--- src/rtl/mem_arbiter.sv ---
// Shared single-port memory arbiter for the fetch and memory stages.
// Data wins contention unless fetch has waited STARVE_LIMIT data grants.
module mem_arbiter #(
   parameter int unsigned STARVE_LIMIT = 4
) (
   input  logic        clk,
   input  logic        rst,
   input  logic        if_req,
   input  logic [31:0] if_addr,
   output logic        if_ack,
   output logic [31:0] if_rdata,
   input  logic        m_req,
   input  logic        m_we,
   input  logic [31:0] m_addr,
   input  logic [31:0] m_wdata,
   input  logic [3:0]  m_be,
   output logic        m_ack,
   output logic [31:0] m_rdata,
   output logic        mem_req,
   output logic        mem_we,
   output logic [31:0] mem_addr,
   output logic [31:0] mem_wdata,
   output logic [3:0]  mem_be,
   input  logic        mem_ready,
   input  logic        mem_rvalid,
   input  logic [31:0] mem_rdata,
   output logic        busy
);

   typedef enum logic [1:0] {
      IDLE  = 2'd0,
      ISSUE = 2'd1,
      WAIT  = 2'd2
   } state_t;

   state_t      state;
   state_t      state_nx;
   logic [3:0]  streak;
   logic        own_d;
   logic        lat_we;
   logic [31:0] lat_addr;
   logic [31:0] lat_wdata;
   logic [3:0]  lat_be;
   logic        starve;
   logic        grant_d;
   logic        grant_f;
   logic        grant;

   assign starve  = (streak == 4'(STARVE_LIMIT));
   assign grant_d = m_req & ~(if_req & starve);
   assign grant_f = if_req & ~grant_d;
   assign grant   = (state == IDLE) & (grant_d | grant_f);

   // State register.
   always_ff @(posedge clk or negedge rst) begin
      if (!rst) begin
         state <= IDLE;
      end else begin
         state <= state_nx;
      end
   end

   // Next-state: grant in IDLE, wait for accept, wait for completion.
   always_comb begin
      state_nx = state;
      case (state)
         IDLE:    if (grant_d | grant_f) state_nx = ISSUE;
         ISSUE:   if (mem_ready)         state_nx = WAIT;
         WAIT:    if (mem_rvalid)        state_nx = IDLE;
         default:                        state_nx = IDLE;
      endcase
   end

   // Latch the winner's command and update the data streak at grant time.
   always_ff @(posedge clk or negedge rst) begin
      if (!rst) begin
         own_d     <= 1'b0;
         lat_we    <= 1'b0;
         lat_addr  <= '0;
         lat_wdata <= '0;
         lat_be    <= '0;
         streak    <= '0;
      end else if (grant) begin
         own_d <= grant_d;
         if (grant_d) begin
            lat_we    <= m_we;
            lat_addr  <= m_addr;
            lat_wdata <= m_wdata;
            lat_be    <= m_be;
            if (!if_req) begin
               streak <= '0;
            end else if (streak != 4'hF) begin
               streak <= streak + 4'd1;
            end
         end else begin
            lat_we    <= 1'b0;
            lat_addr  <= if_addr;
            lat_wdata <= '0;
            lat_be    <= 4'hF;
            streak    <= '0;
         end
      end
   end

   // Outputs: command only in ISSUE, ack and read data only on completion.
   always_comb begin
      mem_req   = 1'b0;
      mem_we    = 1'b0;
      mem_addr  = '0;
      mem_wdata = '0;
      mem_be    = '0;
      if_ack    = 1'b0;
      if_rdata  = '0;
      m_ack     = 1'b0;
      m_rdata   = '0;
      busy      = (state != IDLE);
      if (state == ISSUE) begin
         mem_req   = 1'b1;
         mem_we    = lat_we;
         mem_addr  = lat_addr;
         mem_wdata = lat_wdata;
         mem_be    = lat_be;
      end
      if (state == WAIT && mem_rvalid) begin
         if (own_d) begin
            m_ack   = 1'b1;
            m_rdata = mem_rdata;
         end else begin
            if_ack   = 1'b1;
            if_rdata = mem_rdata;
         end
      end
   end

endmodule

--- config.mk ---
export PLATFORM = sky130hd
export DESIGN_NAME = mem_arbiter
export DESIGN_NICKNAME = d
export VERILOG_FILES = /design/src/rtl/mem_arbiter.sv
export SDC_FILE = /design/constraint.sdc
export NUM_CORES = 1
export LEC_CHECK = 0
export ABC_AREA = 1
export CORE_AREA = 2 2 106 108
export CTS_CLUSTER_DIAMETER = 30
export DETAILED_ROUTE_END_ITERATION = 8
export DIE_AREA = 0 0 108 110
export DONT_BUFFER_PORTS = 1
export SKIP_CTS_REPAIR_TIMING = 1
export SLEW_MARGIN = 30
export SYNTH_ARGS = -nofsm -noshare
export SYNTH_HDL_FRONTEND = slang
export SYNTH_SLANG_ARGS = --single-unit
--- constraint.sdc ---
create_clock -name clk -period 3.1 [get_ports clk]
set_input_delay 0.465 -clock clk [delete_from_list [all_inputs] [get_ports clk]]
set_output_delay 0.465 -clock clk [all_outputs]
set_load 0.005 [all_outputs]
Yosys cells after proc, flatten, opt, wreduce, memory -nomap -nowiden
Cells that the tools add are included.
{ "totals": {"latchBits": 0, "ram_bits": 0, "n_memories": 0, "romBits": 0, "out_inout_bits": 137, "register_bits": 76, "elab_cells": 52} }
{ "classes": {"n_lt_le_gt_ge": 0, "multipliers": 0, "add_sub_neg": 1, "reduce_logical": 5, "div": 0, "mux": 24, "n_bitwise": 7, "n_eq_ne": 8, "shift": 0} }
{ "op_table": {"columns": ["op", "n"], "rows": [
  ["32-bit 2-to-1 mux", 8],
  ["4-bit 2-to-1 mux", 5],
  ["1-bit 2-to-1 mux", 7],
  ["2-bit 2-to-1 mux", 3],
  ["2-bit one-hot mux with 3 select lines", 1],
  ["4-bit by 1-bit adder with 4-bit output, second input constant", 1],
  ["1-bit bitwise AND", 4],
  ["4-bit by 3-bit == test with 1-bit output, second input constant", 1],
  ["2-bit inequality test, second input constant", 2],
  ["4-bit inequality test, second input constant", 1],
  ["3-bit by 2-bit inequality test with 1-bit output, second input constant", 1],
  ["3-bit AND reduction", 1],
  ["2-bit by 1-bit == test with 1-bit output, second input constant", 1],
  ["2-bit == test, second input constant", 1],
  ["2-bit zero test", 1],
  ["2-bit by 1-bit inequality test with 1-bit output, second input constant", 1],
  ["1-bit inverter", 2],
  ["2-bit AND reduction", 1],
  ["2-bit nonzero test", 1],
  ["1-bit logical AND", 1],
  ["1-bit OR", 1]
]} }

Logic depth before layout (Yosys ltp)
{ "logic_depth": {"depth_word": 9, "mapped_depth": 9} }

Least setup slack after synthesis
Ideal clock, no wire load.
{ "synth_timing": {"path_type": "input to output", "start": "input mem_rvalid", "end": "output if_rdata[10]", "path_stages": 5, "slack_ps": 1585, "arrival_time_ps": 1050, "cell_sequence": "nand2_1 -> nor2_1 -> nand2_1 -> clkbuf_1 -> nor2_1"} }
{ "synth_via": {"elab_chain_cells": 2} }
{ "synth_rtl": {"columns": ["element", "line", "rtl"], "rows": [
  ["start: declaration", "25", "input logic mem_rvalid,"],
  ["1-bit logical AND", "124", "if (state == WAIT && mem_rvalid) begin"],
  ["32-bit 2-to-1 mux", "124", null],
  ["end: declaration", "11", "output logic [31:0] if_rdata,"]
]} }
Every way passes these cells.

Final worst setup path
{ "layout_timing": {"start": "register streak[0]", "end": "register lat_addr[29]"} }
{ "layout_via": {"elab_chain_cells": 8} }
{ "layout_rtl": {"columns": ["element", "line", "rtl"], "rows": [
  ["start: declaration", "38", "logic [3:0] streak;"],
  ["start signal: assignment", "93", "streak <= streak + 4'd1;"],
  ["4-bit by 3-bit == test with 1-bit output (*)", "49", "assign starve = (streak == 4'(STARVE_LIMIT));"],
  ["1-bit bitwise AND (*)", "50", "assign grant_d = m_req & ~(if_req & starve);"],
  ["1-bit inverter (*)", "50", null],
  ["1-bit bitwise AND (*)", "50", null],
  ["1-bit inverter", "51", "assign grant_f = if_req & ~grant_d;"],
  ["1-bit bitwise AND", "51", null],
  ["1-bit OR", "52", "assign grant = (state == IDLE) & (grant_d | grant_f);"],
  ["1-bit bitwise AND", "52", null],
  ["end signal: assignment", "87", "lat_addr <= m_addr;"],
  ["end signal: assignment", "97", "lat_addr <= if_addr;"],
  ["end: declaration", "41", "logic [31:0] lat_addr;"]
]} }
Every way passes the cells marked *; elsewhere a longest branch is shown, timed or not.
A chain may end at the register's enable or synchronous reset.

==> parameters.txt <==
Parameter                              Value

Status
  Result of the run    finished with violations
  Violations in the final reports    hold timing

Place
  Hpwl dp    between 9000 and 10000 um
  GP Congestion    roughly 0.8
  Port bufs    0
  Pre-CTS WS    between 0.7 and 0.8 ns

Timing
  Max Clock Skew    approximately 0.014 ns
  Final setup fails    0
  Setup TNS    0 ns
  Hold Fails Final Rpt    10
  Final Max Tran Viols    0
  Slew at the pin closest to its max-slew limit    0.779 ns
  Final min period    2.29 ns
  Worst setup slack after layout    about 0.81 ns
  Minimum hold slack    -0.0199 ns
  Final critical-path share of the clock period    between 70% and 80%
  Setup repair after global routing missed its margin    no
  Headroom to the max-slew limit    just under 50%
  Fmax    roughly 440 MHz

Synthesis
  Post-Syn Instances    about 670
  Synthesized net count    slightly above 800
  Post-synth top area share    a little over two fifths
  Dominant cell by count in the synthesized netlist    nand2_1
  Mean post-synth cell area    between 6 and 7 sq um
  EDFF count, synth    0
  Combined area of all synthesized cells    4330 sq um
  Top flip-flop cell by instance count after synthesis    dfrtp_1
  Proportion of register bits with asynchronous set or reset after synthesis    100%
  Largest cells by area after synthesis    dfrtp_1 44%, nand2_1 18%, nor2_1 12%, inv_1 9.5%, nand3_1 4.3%
  Warning count from the yosys run    0
  Ranking of synthesized cells by instance count    209 x nand2_1, 140 x nor2_1, 110 x inv_1, 76 x dfrtp_1, 37 x nand3_1
  Register bit total from synthesis    76
  Top cell type by total area after synthesis    dfrtp_1
  Distinct cells, synth    20
  Sequential share of the synthesized area    between 40 and 50%

Clock network
  Worst-case clock buffer depth    2
  CTS tree    done
  Number of buffers added by the clock tree synthesis step    9
  Clock latency on the worst-skew pair    roughly 0.35 ns
  Post-CTS clock slew at the launch and capture registers of the worst setup and hold paths    ~0.090 ns
  H-Tree Depth    3
  Clock sinks    76
  Cell at the root of the clock tree    clkbuf_8

GRT
  Global router's overall resource usage    20.9%
  Total gr overflow    0
  Number of global-route vias before repair    3606
  Initial antenna violation count    1
  Wire length of the first global-routing pass    ~19000 um
  Maximum number of pins on one net before global-route repair    between 70 and 80

Finish
  Post-synthesis to final-layout area growth    5.54%
  Number of inserted filler cells in the final layout    around 1100
  Layout cells sized above 1    4.92%
  Final Util    42.7%
  Net count of the finished layout    ~790

Setup path
  Critical path capture point type    flip-flop
  Launch point of the critical path    streak[0]
  Cell type with the highest occurrence count on the critical path    nand2_1
  Minimum setup slack among reg-to-reg paths    between 0.8 and 0.9 ns
  CP max stage delay    slightly below 0.7 ns
  Data required time of the critical path    between 3 and 4 ns
  Kind of critical path    reg2reg
  Arrival time at the worst endpoint    around 2.6 ns
  Cell-by-cell trace of the critical path    inv_1, ha_1, nand4_4, nand2_2, nand2_1, nand2_1, nand2_1, nand2_1
  Cell family with most CP delay    simple AND/OR/NAND/NOR gates
  Critical path peak fanout    34
  Crit path buf inv count    1
  Nature of the critical path startpoint    flip-flop
  Cell with the biggest individual delay on the critical path    nand2_2
  Worst reg2reg startpoint    streak[0]

Drt
  Final routed wire length divided by cell count    16.4 um
  Pre-Repair DR Iteration Count    5
  Highest signal layer in the routed design    met4
  Residual DRC count    0
  Routed length on met2    about 6600 um
  Routed vias/inst    5.00
  Detailed route wirelength on metal3    1040 um
  Routed wire length    13000 um
  Count of vias placed by the detailed router    between 3000 and 4000
  Metal-1 WL    4900 um
  Residual antenna-violating net count after detailed routing    0
  Iter 0 DRT Violations    220

Die
  Overall die area    11900 sq um
  Initial Util    40.5%
  Number of cell rows    38
  Core ar.    roughly 11000 sq um
  Overall die height    110 um
  Die outline width    between 100 and 150 um
  I/O pins    roughly 280

Pwr
  PwrDens    between 800 and 900 nW/um^2
  Maximum vdd ir drop    0.298 mV
  Static power due to leakage    around 2.6 nW

Job
  Number of max-capacitance violations reported    0

Min path
  Hold/Removal Path Class    in2async
[metal layers]
| metal | GRT usage [%] | vias up |
|---|---|---|
| met4 | 8.15 | 0 |
| met5 | 0 | - |
| met1 | 23.3 | 1837 |
| li1 | - | 1908 |
| met3 | 5.70 | 21 |
| met2 | 38.0 | 187 |
[through the flow]
step                cell area (sq um)  power [mW]  hold WS (ns)  instances
CTS                              4540        3.97        -0.230        789
global route                     4570        4.32       0.00448        791
floorplan                        4330        2.88         0.169        667
detailed placement               4360        3.23         0.171        773
global placement                 4360        3.18         0.171        773
finish                           4570        3.93       -0.0199        791
[report_power, final]
part | leakage (nW) | internal, mW | switching (mW)
combinational | 1.55 | 0.443 | 1.17
sequential | 0.954 | 1.42 | 0.190
clock | 0.0974 | 0.320 | 0.393
total | 2.60 | 2.18 | 1.75
[registers in the layout (all words and copies together), names as in the netlist]
register / flops
lat_be: 4
streak: 4
own_d: 1
state: 2
lat_wdata: 32
lat_addr: 32
lat_we: 1
[worst reg2reg max path: cells and delay by family, from the launching register on]
kind,cells,cell delay (ns)
adders and majority gates,1,0.22
buffers and inverters,1,0.10
DFF,1,0.42
and+or+nand+nor,6,1.49
[layout by cell type (no fill, tap or decap)]
master and instances:
nand2_1 207, nor2_1 140, inv_1 110, dfrtp_1 76, nand3_1 37, o21ai_1 31
clkbuf_8 10, nand4_1 5, o21ai_0 5, inv_2 4, a21oi_1 4, buf_4 4
nand2_2 3, inv_6 3, ha_1 2, clkinv_2 2, diode_2 1, nor2_2 1
o21ai_4 1, nand4_4 1, nand3_2 1, xor2_1 1, clkinv_4 1, buf_16 1
[logic make-up (layout without fill, tap and decap cells)]
kind of cell	Yosys count	after routing	synth area share, %
XOR/XNOR	1	1	0.202
adder cells (fa/ha/maj)	2	2	0.577
AO/OA/AOI/OAI	41	41	4.74
other	0	1	0
flip-flops	76	76	43.9
buffers and inverters	152	135	14.4
AND/OR/NAND/NOR	395	395	36.2
[final timing paths]
kind / to / cells past startpoint
max: lat_addr[29] / 8
min: lat_addr[27] / 1
max reg2reg: lat_addr[29] / 8
min reg2reg: lat_addr[5] / 2
max in group asynchronous: lat_wdata[13] / 1
min in group clk: state[0] / 1
[layout make-up]
class | count | area, sq um | area share (%)
timing repair buffer | 5 | 57.6 | 1.26
clock buffer | 10 | 138 | 3.01
sequential | 76 | 1900 | 41.6
clock inverter | 6 | 45.0 | 0.985
multi-input combinational | 439 | 1830 | 39.9
antenna | 1 | 2.50 | 0.0547
inverter | 114 | 428 | 9.36
tap | 140 | 175 | 3.83
Power figures use the tool's default switching activity.
